[src/rtl/regfile_wb_scheduler_pkg.sv]
`default_nettype none
// ============================================================================
// Module   : regfile_pkg
// Purpose  : Shared types and constants for the regfile writeback scheduler.
//            Register-address width and count, the address typedef, a packed
//            writeback-request record and a small x0 helper.
// Ports    : none (package)
// Revision : 1.0 - initial release
// ============================================================================
package regfile_pkg;

  localparam int REG_ADDR_W = 5;
  localparam int NUM_REGS   = 32;
  localparam int WB_XLEN    = 32;

  typedef logic [REG_ADDR_W-1:0] reg_addr_t;

  typedef struct packed {
    reg_addr_t            rd;
    logic [WB_XLEN-1:0]   data;
  } wb_req_t;

  // x0 is hardwired to zero: writes to it are swallowed, it is never busy.
  function automatic logic is_x0(input reg_addr_t addr);
    return (addr == '0);
  endfunction

endpackage : regfile_pkg
`default_nettype wire

[src/rtl/regfile_wb_scheduler_if.sv]
`default_nettype none
// ============================================================================
// Module   : regfile_wb_scheduler_if
// Purpose  : Writeback-request bus between NUM_REQ requesters and the
//            scheduler. Requester k owns bit k of req_valid_i/req_ready_o,
//            bits [5k+4:5k] of req_rd_i and slice k of req_data_i.
// Modports : master - requester side (drives valid/rd/data, sees ready)
//            slave  - scheduler side (sees valid/rd/data, drives ready)
// Revision : 1.0 - initial release
// ============================================================================
interface regfile_wb_scheduler_if
  import regfile_pkg::*;
#(
  parameter int NUM_REQ = 3,
  parameter int XLEN    = 32
);

  logic [NUM_REQ-1:0]            req_valid_i;
  logic [NUM_REQ*REG_ADDR_W-1:0] req_rd_i;
  logic [NUM_REQ*XLEN-1:0]       req_data_i;
  logic [NUM_REQ-1:0]            req_ready_o;

  modport master (
    output req_valid_i,
    output req_rd_i,
    output req_data_i,
    input  req_ready_o
  );

  modport slave (
    input  req_valid_i,
    input  req_rd_i,
    input  req_data_i,
    output req_ready_o
  );

endinterface : regfile_wb_scheduler_if
`default_nettype wire

[src/rtl/regfile_wb_scheduler_rr_arbiter.sv]
`default_nettype none
// ============================================================================
// Module   : rr_arbiter
// Purpose  : Combinational round-robin arbiter. Searches req starting at
//            index ptr and wrapping, grants the first asserted request.
// Ports    : req     in  N      request vector
//            ptr     in  PTR_W  index searched first
//            gnt     out N      one-hot grant (all zero when no request)
//            gnt_idx out PTR_W  index of the granted request
//            gnt_any out 1      any request granted
// Revision : 1.0 - initial release
// ============================================================================
module rr_arbiter #(
  parameter int N     = 3,
  parameter int PTR_W = (N > 1) ? $clog2(N) : 1
) (
  input  logic [N-1:0]     req,
  input  logic [PTR_W-1:0] ptr,
  output logic [N-1:0]     gnt,
  output logic [PTR_W-1:0] gnt_idx,
  output logic             gnt_any
);

  // One extra bit so ptr + offset (at most 2N-2) never overflows before wrap.
  logic [PTR_W:0] pos;

  always_comb begin
    gnt     = '0;
    gnt_idx = '0;
    gnt_any = 1'b0;
    pos     = '0;
    for (int i = 0; i < N; i++) begin
      pos = {1'b0, ptr} + (PTR_W+1)'(i);
      if (pos >= (PTR_W+1)'(N)) begin
        pos = pos - (PTR_W+1)'(N);
      end
      if (!gnt_any && req[pos[PTR_W-1:0]]) begin
        gnt[pos[PTR_W-1:0]] = 1'b1;
        gnt_idx             = pos[PTR_W-1:0];
        gnt_any             = 1'b1;
      end
    end
  end

endmodule : rr_arbiter
`default_nettype wire

[src/rtl/regfile_wb_scheduler.sv]
`default_nettype none
// ============================================================================
// Module   : regfile_wb_scheduler
// Purpose  : Shares the single regfile write port among NUM_REQ writeback
//            requesters (round-robin, valid/ready) and keeps a scoreboard of
//            destination registers with outstanding writes for decode.
// Ports    : clk, reset_n (async, active-low), flush_i (sync flush)
//            wb            - requester bus (regfile_wb_scheduler_if.slave)
//            rf_wr_en_o / rf_rd_addr_o / rf_wr_data_o - registered write port
//            rsv_valid_i / rsv_rd_i / rsv_ready_o      - decode reservation
//            rs1/rs2_addr_i -> rs1/rs2_busy_o           - hazard query
// Option   : REGFILE_WB_BYPASS_EN adds rs1/rs2_rf_data_i and rs1/rs2_data_o;
//            an in-flight write to a queried source is forwarded and that
//            source is reported not busy.
// Revision : 1.0 - initial release
// ============================================================================
module regfile_wb_scheduler
  import regfile_pkg::*;
#(
  parameter int NUM_REQ = 3,
  parameter int XLEN    = 32
) (
  input  logic                   clk,
  input  logic                   reset_n,
  input  logic                   flush_i,
  regfile_wb_scheduler_if.slave  wb,
  output logic                   rf_wr_en_o,
  output reg_addr_t              rf_rd_addr_o,
  output logic [XLEN-1:0]        rf_wr_data_o,
  input  logic                   rsv_valid_i,
  input  reg_addr_t              rsv_rd_i,
  output logic                   rsv_ready_o,
  input  reg_addr_t              rs1_addr_i,
  input  reg_addr_t              rs2_addr_i,
  output logic                   rs1_busy_o,
  output logic                   rs2_busy_o
`ifdef REGFILE_WB_BYPASS_EN
  ,
  input  logic [XLEN-1:0]        rs1_rf_data_i,
  input  logic [XLEN-1:0]        rs2_rf_data_i,
  output logic [XLEN-1:0]        rs1_data_o,
  output logic [XLEN-1:0]        rs2_data_o
`endif
);

  localparam int PTR_W = (NUM_REQ > 1) ? $clog2(NUM_REQ) : 1;

  logic [PTR_W-1:0]    rr_ptr;
  logic [NUM_REQ-1:0]  gnt;
  logic [PTR_W-1:0]    gnt_idx;
  logic                gnt_any;
  reg_addr_t           sel_rd;
  logic [XLEN-1:0]     sel_data;
  logic [NUM_REGS-1:0] busy;
  logic [NUM_REGS-1:0] busy_nxt;
  logic                rsv_fire;
  logic [PTR_W-1:0]    ptr_nxt;

  // --------------------------------------------------------------------------
  // Arbitration
  // --------------------------------------------------------------------------
  rr_arbiter #(
    .N     (NUM_REQ),
    .PTR_W (PTR_W)
  ) u_arb (
    .req     (wb.req_valid_i),
    .ptr     (rr_ptr),
    .gnt     (gnt),
    .gnt_idx (gnt_idx),
    .gnt_any (gnt_any)
  );

  assign wb.req_ready_o = gnt;

  assign sel_rd   = wb.req_rd_i[int'(gnt_idx)*REG_ADDR_W +: REG_ADDR_W];
  assign sel_data = wb.req_data_i[int'(gnt_idx)*XLEN +: XLEN];

  assign ptr_nxt = (gnt_idx == PTR_W'(NUM_REQ-1)) ? '0 : gnt_idx + 1'b1;

  // --------------------------------------------------------------------------
  // Scoreboard
  // --------------------------------------------------------------------------
  assign rsv_ready_o = !busy[rsv_rd_i];
  assign rsv_fire    = rsv_valid_i && rsv_ready_o;

  // Clear for the committing write is applied first so a same-edge
  // reservation of the same register ends up set.
  always_comb begin
    busy_nxt = busy;
    if (rf_wr_en_o) begin
      busy_nxt[rf_rd_addr_o] = 1'b0;
    end
    if (rsv_fire && !is_x0(rsv_rd_i)) begin
      busy_nxt[rsv_rd_i] = 1'b1;
    end
    busy_nxt[0] = 1'b0;
    if (flush_i) begin
      busy_nxt = '0;
    end
  end

  // --------------------------------------------------------------------------
  // Registered write port, pointer and scoreboard state
  // --------------------------------------------------------------------------
  always_ff @(posedge clk or negedge reset_n) begin
    if (!reset_n) begin
      rf_wr_en_o   <= 1'b0;
      rf_rd_addr_o <= '0;
      rf_wr_data_o <= '0;
      rr_ptr       <= '0;
      busy         <= '0;
    end else begin
      busy <= busy_nxt;
      if (flush_i) begin
        // The handshake on a flush edge still completes for the requester,
        // but its write is dropped and the pointer does not advance.
        rf_wr_en_o <= 1'b0;
      end else if (gnt_any) begin
        rf_wr_en_o   <= !is_x0(sel_rd);
        rf_rd_addr_o <= sel_rd;
        rf_wr_data_o <= sel_data;
        rr_ptr       <= ptr_nxt;
      end else begin
        rf_wr_en_o <= 1'b0;
      end
    end
  end

  // --------------------------------------------------------------------------
  // Source hazard query (and optional forwarding)
  // --------------------------------------------------------------------------
`ifdef REGFILE_WB_BYPASS_EN
  logic rs1_hit;
  logic rs2_hit;

  assign rs1_hit = rf_wr_en_o && (rf_rd_addr_o == rs1_addr_i) && !is_x0(rs1_addr_i);
  assign rs2_hit = rf_wr_en_o && (rf_rd_addr_o == rs2_addr_i) && !is_x0(rs2_addr_i);

  assign rs1_data_o = rs1_hit ? rf_wr_data_o : rs1_rf_data_i;
  assign rs2_data_o = rs2_hit ? rf_wr_data_o : rs2_rf_data_i;
  assign rs1_busy_o = busy[rs1_addr_i] && !rs1_hit;
  assign rs2_busy_o = busy[rs2_addr_i] && !rs2_hit;
`else
  assign rs1_busy_o = busy[rs1_addr_i];
  assign rs2_busy_o = busy[rs2_addr_i];
`endif

endmodule : regfile_wb_scheduler
`default_nettype wire

[src/flat_wrapper.sv]
// flat-port wrapper written by rule: the top's interface ports become plain ports
module regfile_wb_scheduler_flat import regfile_pkg::*;
#(
  parameter int NUM_REQ = 3,
  parameter int XLEN    = 32
)
  (clk, reset_n, flush_i, rf_wr_en_o, rf_rd_addr_o, rf_wr_data_o, rsv_valid_i, rsv_rd_i, rsv_ready_o, rs1_addr_i, rs2_addr_i, rs1_busy_o, rs2_busy_o, wb_req_valid_i, wb_req_rd_i, wb_req_data_i, wb_req_ready_o);
  regfile_wb_scheduler_if #(.NUM_REQ(NUM_REQ), .XLEN(XLEN)) wb_i ();
  input  logic clk;
  input  logic reset_n;
  input  logic flush_i;
  output logic rf_wr_en_o;
  output reg_addr_t rf_rd_addr_o;
  output logic [XLEN-1:0] rf_wr_data_o;
  input  logic rsv_valid_i;
  input  reg_addr_t rsv_rd_i;
  output logic rsv_ready_o;
  input  reg_addr_t rs1_addr_i;
  input  reg_addr_t rs2_addr_i;
  output logic rs1_busy_o;
  output logic rs2_busy_o;
  input wire logic [$bits(wb_i.req_valid_i)-1:0] wb_req_valid_i;
  input wire logic [$bits(wb_i.req_rd_i)-1:0] wb_req_rd_i;
  input wire logic [$bits(wb_i.req_data_i)-1:0] wb_req_data_i;
  output wire logic [$bits(wb_i.req_ready_o)-1:0] wb_req_ready_o;
  assign wb_i.req_valid_i = wb_req_valid_i;
  assign wb_i.req_rd_i = wb_req_rd_i;
  assign wb_i.req_data_i = wb_req_data_i;
  assign wb_req_ready_o = wb_i.req_ready_o;
  regfile_wb_scheduler #(.NUM_REQ(NUM_REQ), .XLEN(XLEN)) u_core (.clk(clk), .reset_n(reset_n), .flush_i(flush_i), .wb(wb_i), .rf_wr_en_o(rf_wr_en_o), .rf_rd_addr_o(rf_rd_addr_o), .rf_wr_data_o(rf_wr_data_o), .rsv_valid_i(rsv_valid_i), .rsv_rd_i(rsv_rd_i), .rsv_ready_o(rsv_ready_o), .rs1_addr_i(rs1_addr_i), .rs2_addr_i(rs2_addr_i), .rs1_busy_o(rs1_busy_o), .rs2_busy_o(rs2_busy_o));
endmodule
[config.mk]
export PLATFORM = sky130hd
export DESIGN_NAME = regfile_wb_scheduler_flat
export DESIGN_NICKNAME = d
export VERILOG_FILES = /design/src/rtl/regfile_wb_scheduler_pkg.sv /design/src/rtl/regfile_wb_scheduler_if.sv /design/src/rtl/regfile_wb_scheduler_rr_arbiter.sv /design/src/rtl/regfile_wb_scheduler.sv /design/src/flat_wrapper.sv
export SDC_FILE = /design/constraint.sdc
export NUM_CORES = 1
export LEC_CHECK = 0
export ABC_AREA = 1
export CORE_UTILIZATION = 25
export CTS_BUF_LIST = sky130_fd_sc_hd__clkbuf_16
export DETAILED_ROUTE_END_ITERATION = 8
export SYNTH_ARGS = -nofsm -noshare
export SYNTH_HDL_FRONTEND = slang
export SYNTH_SLANG_ARGS = --single-unit
[constraint.sdc]
create_clock -name clk -period 2.27 [get_ports clk]
set_input_delay 0.454 -clock clk [delete_from_list [all_inputs] [get_ports clk]]
set_output_delay 0.454 -clock clk [all_outputs]
set_load 0.02 [all_outputs]
==> Flow_metrics.wiki <==
{| class="wikitable"
! Metric !! Value
|-
| Global placer's final weighted congestion || 0.872
|-
| Worst setup path end || wb_req_ready_o[2]
|-
| RR Startpoint || u_core.rr_ptr[1]
|-
| Clock-pin slew of the registers on the worst-case setup and hold paths || 0.07 ns
|-
| Violated checks || setup timing
|-
| Synthesized area divided by synthesized cell count || 7.11 um2
|-
| Reported max-cap violation count || 0
|-
| Cell area power density || 1420 mW/mm2
|-
| Post-route cell area || 0.00865 mm2
|-
| Start point of the critical path || u_core.rr_ptr[1]
|-
| Signed area change from the synthesized netlist to the final layout || 76.2%
|-
| Worst Setup Slack, final || -0.152 ns
|-
| Leakage || 3.74 nW
|-
| Startpoint kind of the worst setup timing path || flop
|-
| Core box area || 0.0190 mm2
|-
| Most common library cell in the layout ignoring fill and taps || clkdlybuf4s50_1
|-
| Worst Path Arrival || 1.97 ns
|-
| DRC violation total after the first TritonRoute iteration || 356
|-
| Worst slack, placed || -0.753 ns
|-
| GRT Total Usage || 0.192
|-
| Net count, final || 1114
|-
| Final setup fails || 4
|-
| Nets in the synthesized netlist || 828
|-
| Commonest non-fill, non-tap cells in the layout || 157 x clkdlybuf4s50_1, 101 x buf_4, 91 x a21oi_1
|-
| Largest fanout on the critical path || 6
|-
| Die outline width || 142 um
|-
| H-tree lvl count || 3
|-
| Cells after Synth || 691
|-
| Post-synthesis instance area || 0.00491 mm2
|-
| Largest voltage drop on the vdd net || 914 uV
|-
| Root cell of the clock tree || clkbuf_16
|-
| Hold-fix buffers, CTS || 0
|-
| Post-synthesis sequential element count || 71
|-
| Floorplan die height || 142 um
|-
| Total count of max-transition violations in the final report || 0
|-
| Tcrit/Tclk final || 1.07
|-
| Result of the run || finished with violations
|-
| Global-route wire length before repair || 30100 um
|-
| Remaining antenna violation count after routing || 0
|-
| Pin count of the biggest net entering global routing || 45
|-
| Fraction of layout cells with a size suffix above 1 || 0.281
|-
| Max Clock Skew || 0.0112 ns
|-
| Maximum number of buffers from clock root to sink || 2
|-
| Count of input and output buffers || 176
|-
| Worst reg2reg path endpoint || u_core.rf_wr_data_o[12]
|-
| Count of unique library cells instantiated by Yosys || 33
|-
| Total via count after detailed routing || 6086
|-
| Tmin final || 2.42 ns
|-
| DP Area || 0.00765 mm2
|-
| Clock Latency Late Sink || 0.35 ns
|-
| # placed instances || 1197
|-
| Floorplan die area || 0.0202 mm2
|-
| Initial antenna violation count || 0
|-
| TritonCTS clock tree || built
|-
| Classification of the worst setup path || reg2out
|-
| Final Hold Violating Endpoints || 0
|-
| CP endpoint kind || output pin
|-
| GRT Residual Overflow || 0
|-
| Post-layout instance count excluding filler cells || 1242
|-
| Clock buffer count from CTS || 9
|-
| Max frequency || 413 MHz
|-
| Layout Utilization || 0.456
|-
| Sequential share of the synthesized area || 0.362
|-
| Wire length reported by the detailed router || 20300 um
|-
| Number of cells traversed by the worst register-to-register path || 14
|-
| Number of placement rows || 50
|-
| Number of antenna cells inserted || 0
|-
| Routed length per placed instance || 16.4 um
|-
| Top-Level Pins || 177
|-
| TritonRoute pass-1 iters || 6
|-
| Library cell with the largest summed area after synthesis || dfrtp_1
|-
| Post-detailed-route via-to-cell ratio || 4.90
|-
| Total DRC errors in the routed layout || 0
|-
| Unrepaired setup endpoints after global routing || yes
|-
| Worst reg-to-reg setup slack || -0.01 ns
|-
| Detailed Place HPWL || 14400 um
|-
| Most area-consuming cells after synthesis || dfrtp_1 36%, a21oi_1 11%, o21ai_0 9.1%, nand3_1 6.4%, nand2_1 6.0%
|-
| Crit path required time || 1.82 ns
|-
| Worst min-delay path class || in2async
|-
| Number of synthesis warnings || 0
|-
| Clock sink count || 71
|-
| Share of the synthesized area in the top cell type || 0.362
|-
| Slew at the pin with the worst max-slew slack || 0.425 ns
|-
| Vias in the first global route || 5797
|-
| Starting Density || 0.259
|-
| Max-slew headroom at the worst pin || 0.716
|}
==> Yosys cell counts <==
cell	n
inv_2	7
a22oi_2	1
nand3_2	5
buf_2	14
a31oi_1	2
a21oi_2	17
ha_1	4
inv_1	64
nand2_2	3
o21ai_1	17
buf_6	7
clkbuf_1	11
dfrtp_1	71
nor2_4	3
o21ai_0	89
o221ai_1	11
nor3_1	8
a21oi_1	107
nand2_4	1
o21a_1	6
o211ai_1	3
nand2_1	79
inv_4	1
nand3_1	63
a221o_1	1
buf_8	1
nand4_1	3
o22ai_1	4
a22oi_1	9
clkbuf_2	1
nor2_2	5
nand3b_1	1
nor2_1	72
==> where the power goes <==
group	switching, mW	leakage (nW)	internal [mW]
clock network	0.659	0.147	0.778
registers	0.276	0.876	1.66
logic	4.66	2.72	4.24
==> how the worst min path moves through the flow <==
stage,endpoint,depth (start not counted),slack (ns)
floorplan,u_core.busy[10],0,0.16
global placement,u_core.rf_wr_data_o[5],1,0.41
detailed placement,u_core.rf_wr_data_o[5],1,0.41
CTS,u_core.rf_wr_data_o[5],1,0.03
global route,u_core.rf_wr_data_o[5],1,0.05
finish,u_core.rf_wr_data_o[5],1,0.03
==> through the flow <==
| stage | power [mW] | hold slack, ns | TNS, ns |
|---|---|---|---|
| floorplan | 5.71 | 0.158 | 0 |
| global placement | 8.50 | 0.412 | -16.72 |
| detailed placement | 8.54 | 0.409 | -18.41 |
| CTS | 10.3 | 0.0332 | -0.244 |
| global route | 13.1 | 0.0499 | -2.57 |
| finish | 12.3 | 0.0276 | -0.272 |
==> kinds of logic after synthesis <==
logic type | Yosys count | share of synthesized area
AO/OA/AOI/OAI | 267 | 0.307
AND/OR/NAND/NOR | 243 | 0.223
buffers and inverters | 106 | 0.0984
flip-flops | 71 | 0.362
adder cells (fa/ha/maj) | 4 | 0.0102
==> cell type report <==
cell class	instances	area, um2
fillers	1892	10300
multi-input cells	516	3000
repair buffers	305	2950
flip-flops and latches	71	1780
well taps	260	325
inverters	72	283
clock buffers	9	225
clock inverters	7	68.8
repair inverters	2	13.8
==> timing repair <==
item | in CTS | in global routing
setup buffers | 5 | 17
endpoints found under the setup margin | 40 | 44
resized for setup | 96 | 110
pin swaps | 7 | 38
cloned | 2 | 6
==> layer usage <==
layer,share of wire,vias to the layer above,track usage
li1,-,2971,-
met5,0,-,0
met1,0.42,2856,0.237
met3,0.077,32,0.0572
met4,0.022,0,0.0583
met2,0.48,227,0.320
==> sequential cells by signal, indices dropped and copies added, names as in the netlist <==
register	cells
u_core.busy	31
u_core.rf_wr_data_o	32
u_core.rf_wr_en_o	1
u_core.rr_ptr	2
u_core.rf_rd_addr_o	5
==> worst max-delay path, stage by stage, from the launching register on <==
cell and delay, ns:
dfrtp_2 0.44, ha_4 0.29, inv_4 0.09, nand2_2 0.06, nand3_2 0.06, nand2_2 0.07
nand3_4 0.12, nor2_2 0.06, a221o_1 0.28, buf_6 0.14
No activity file was read; power rests on OpenSTA's default activity.
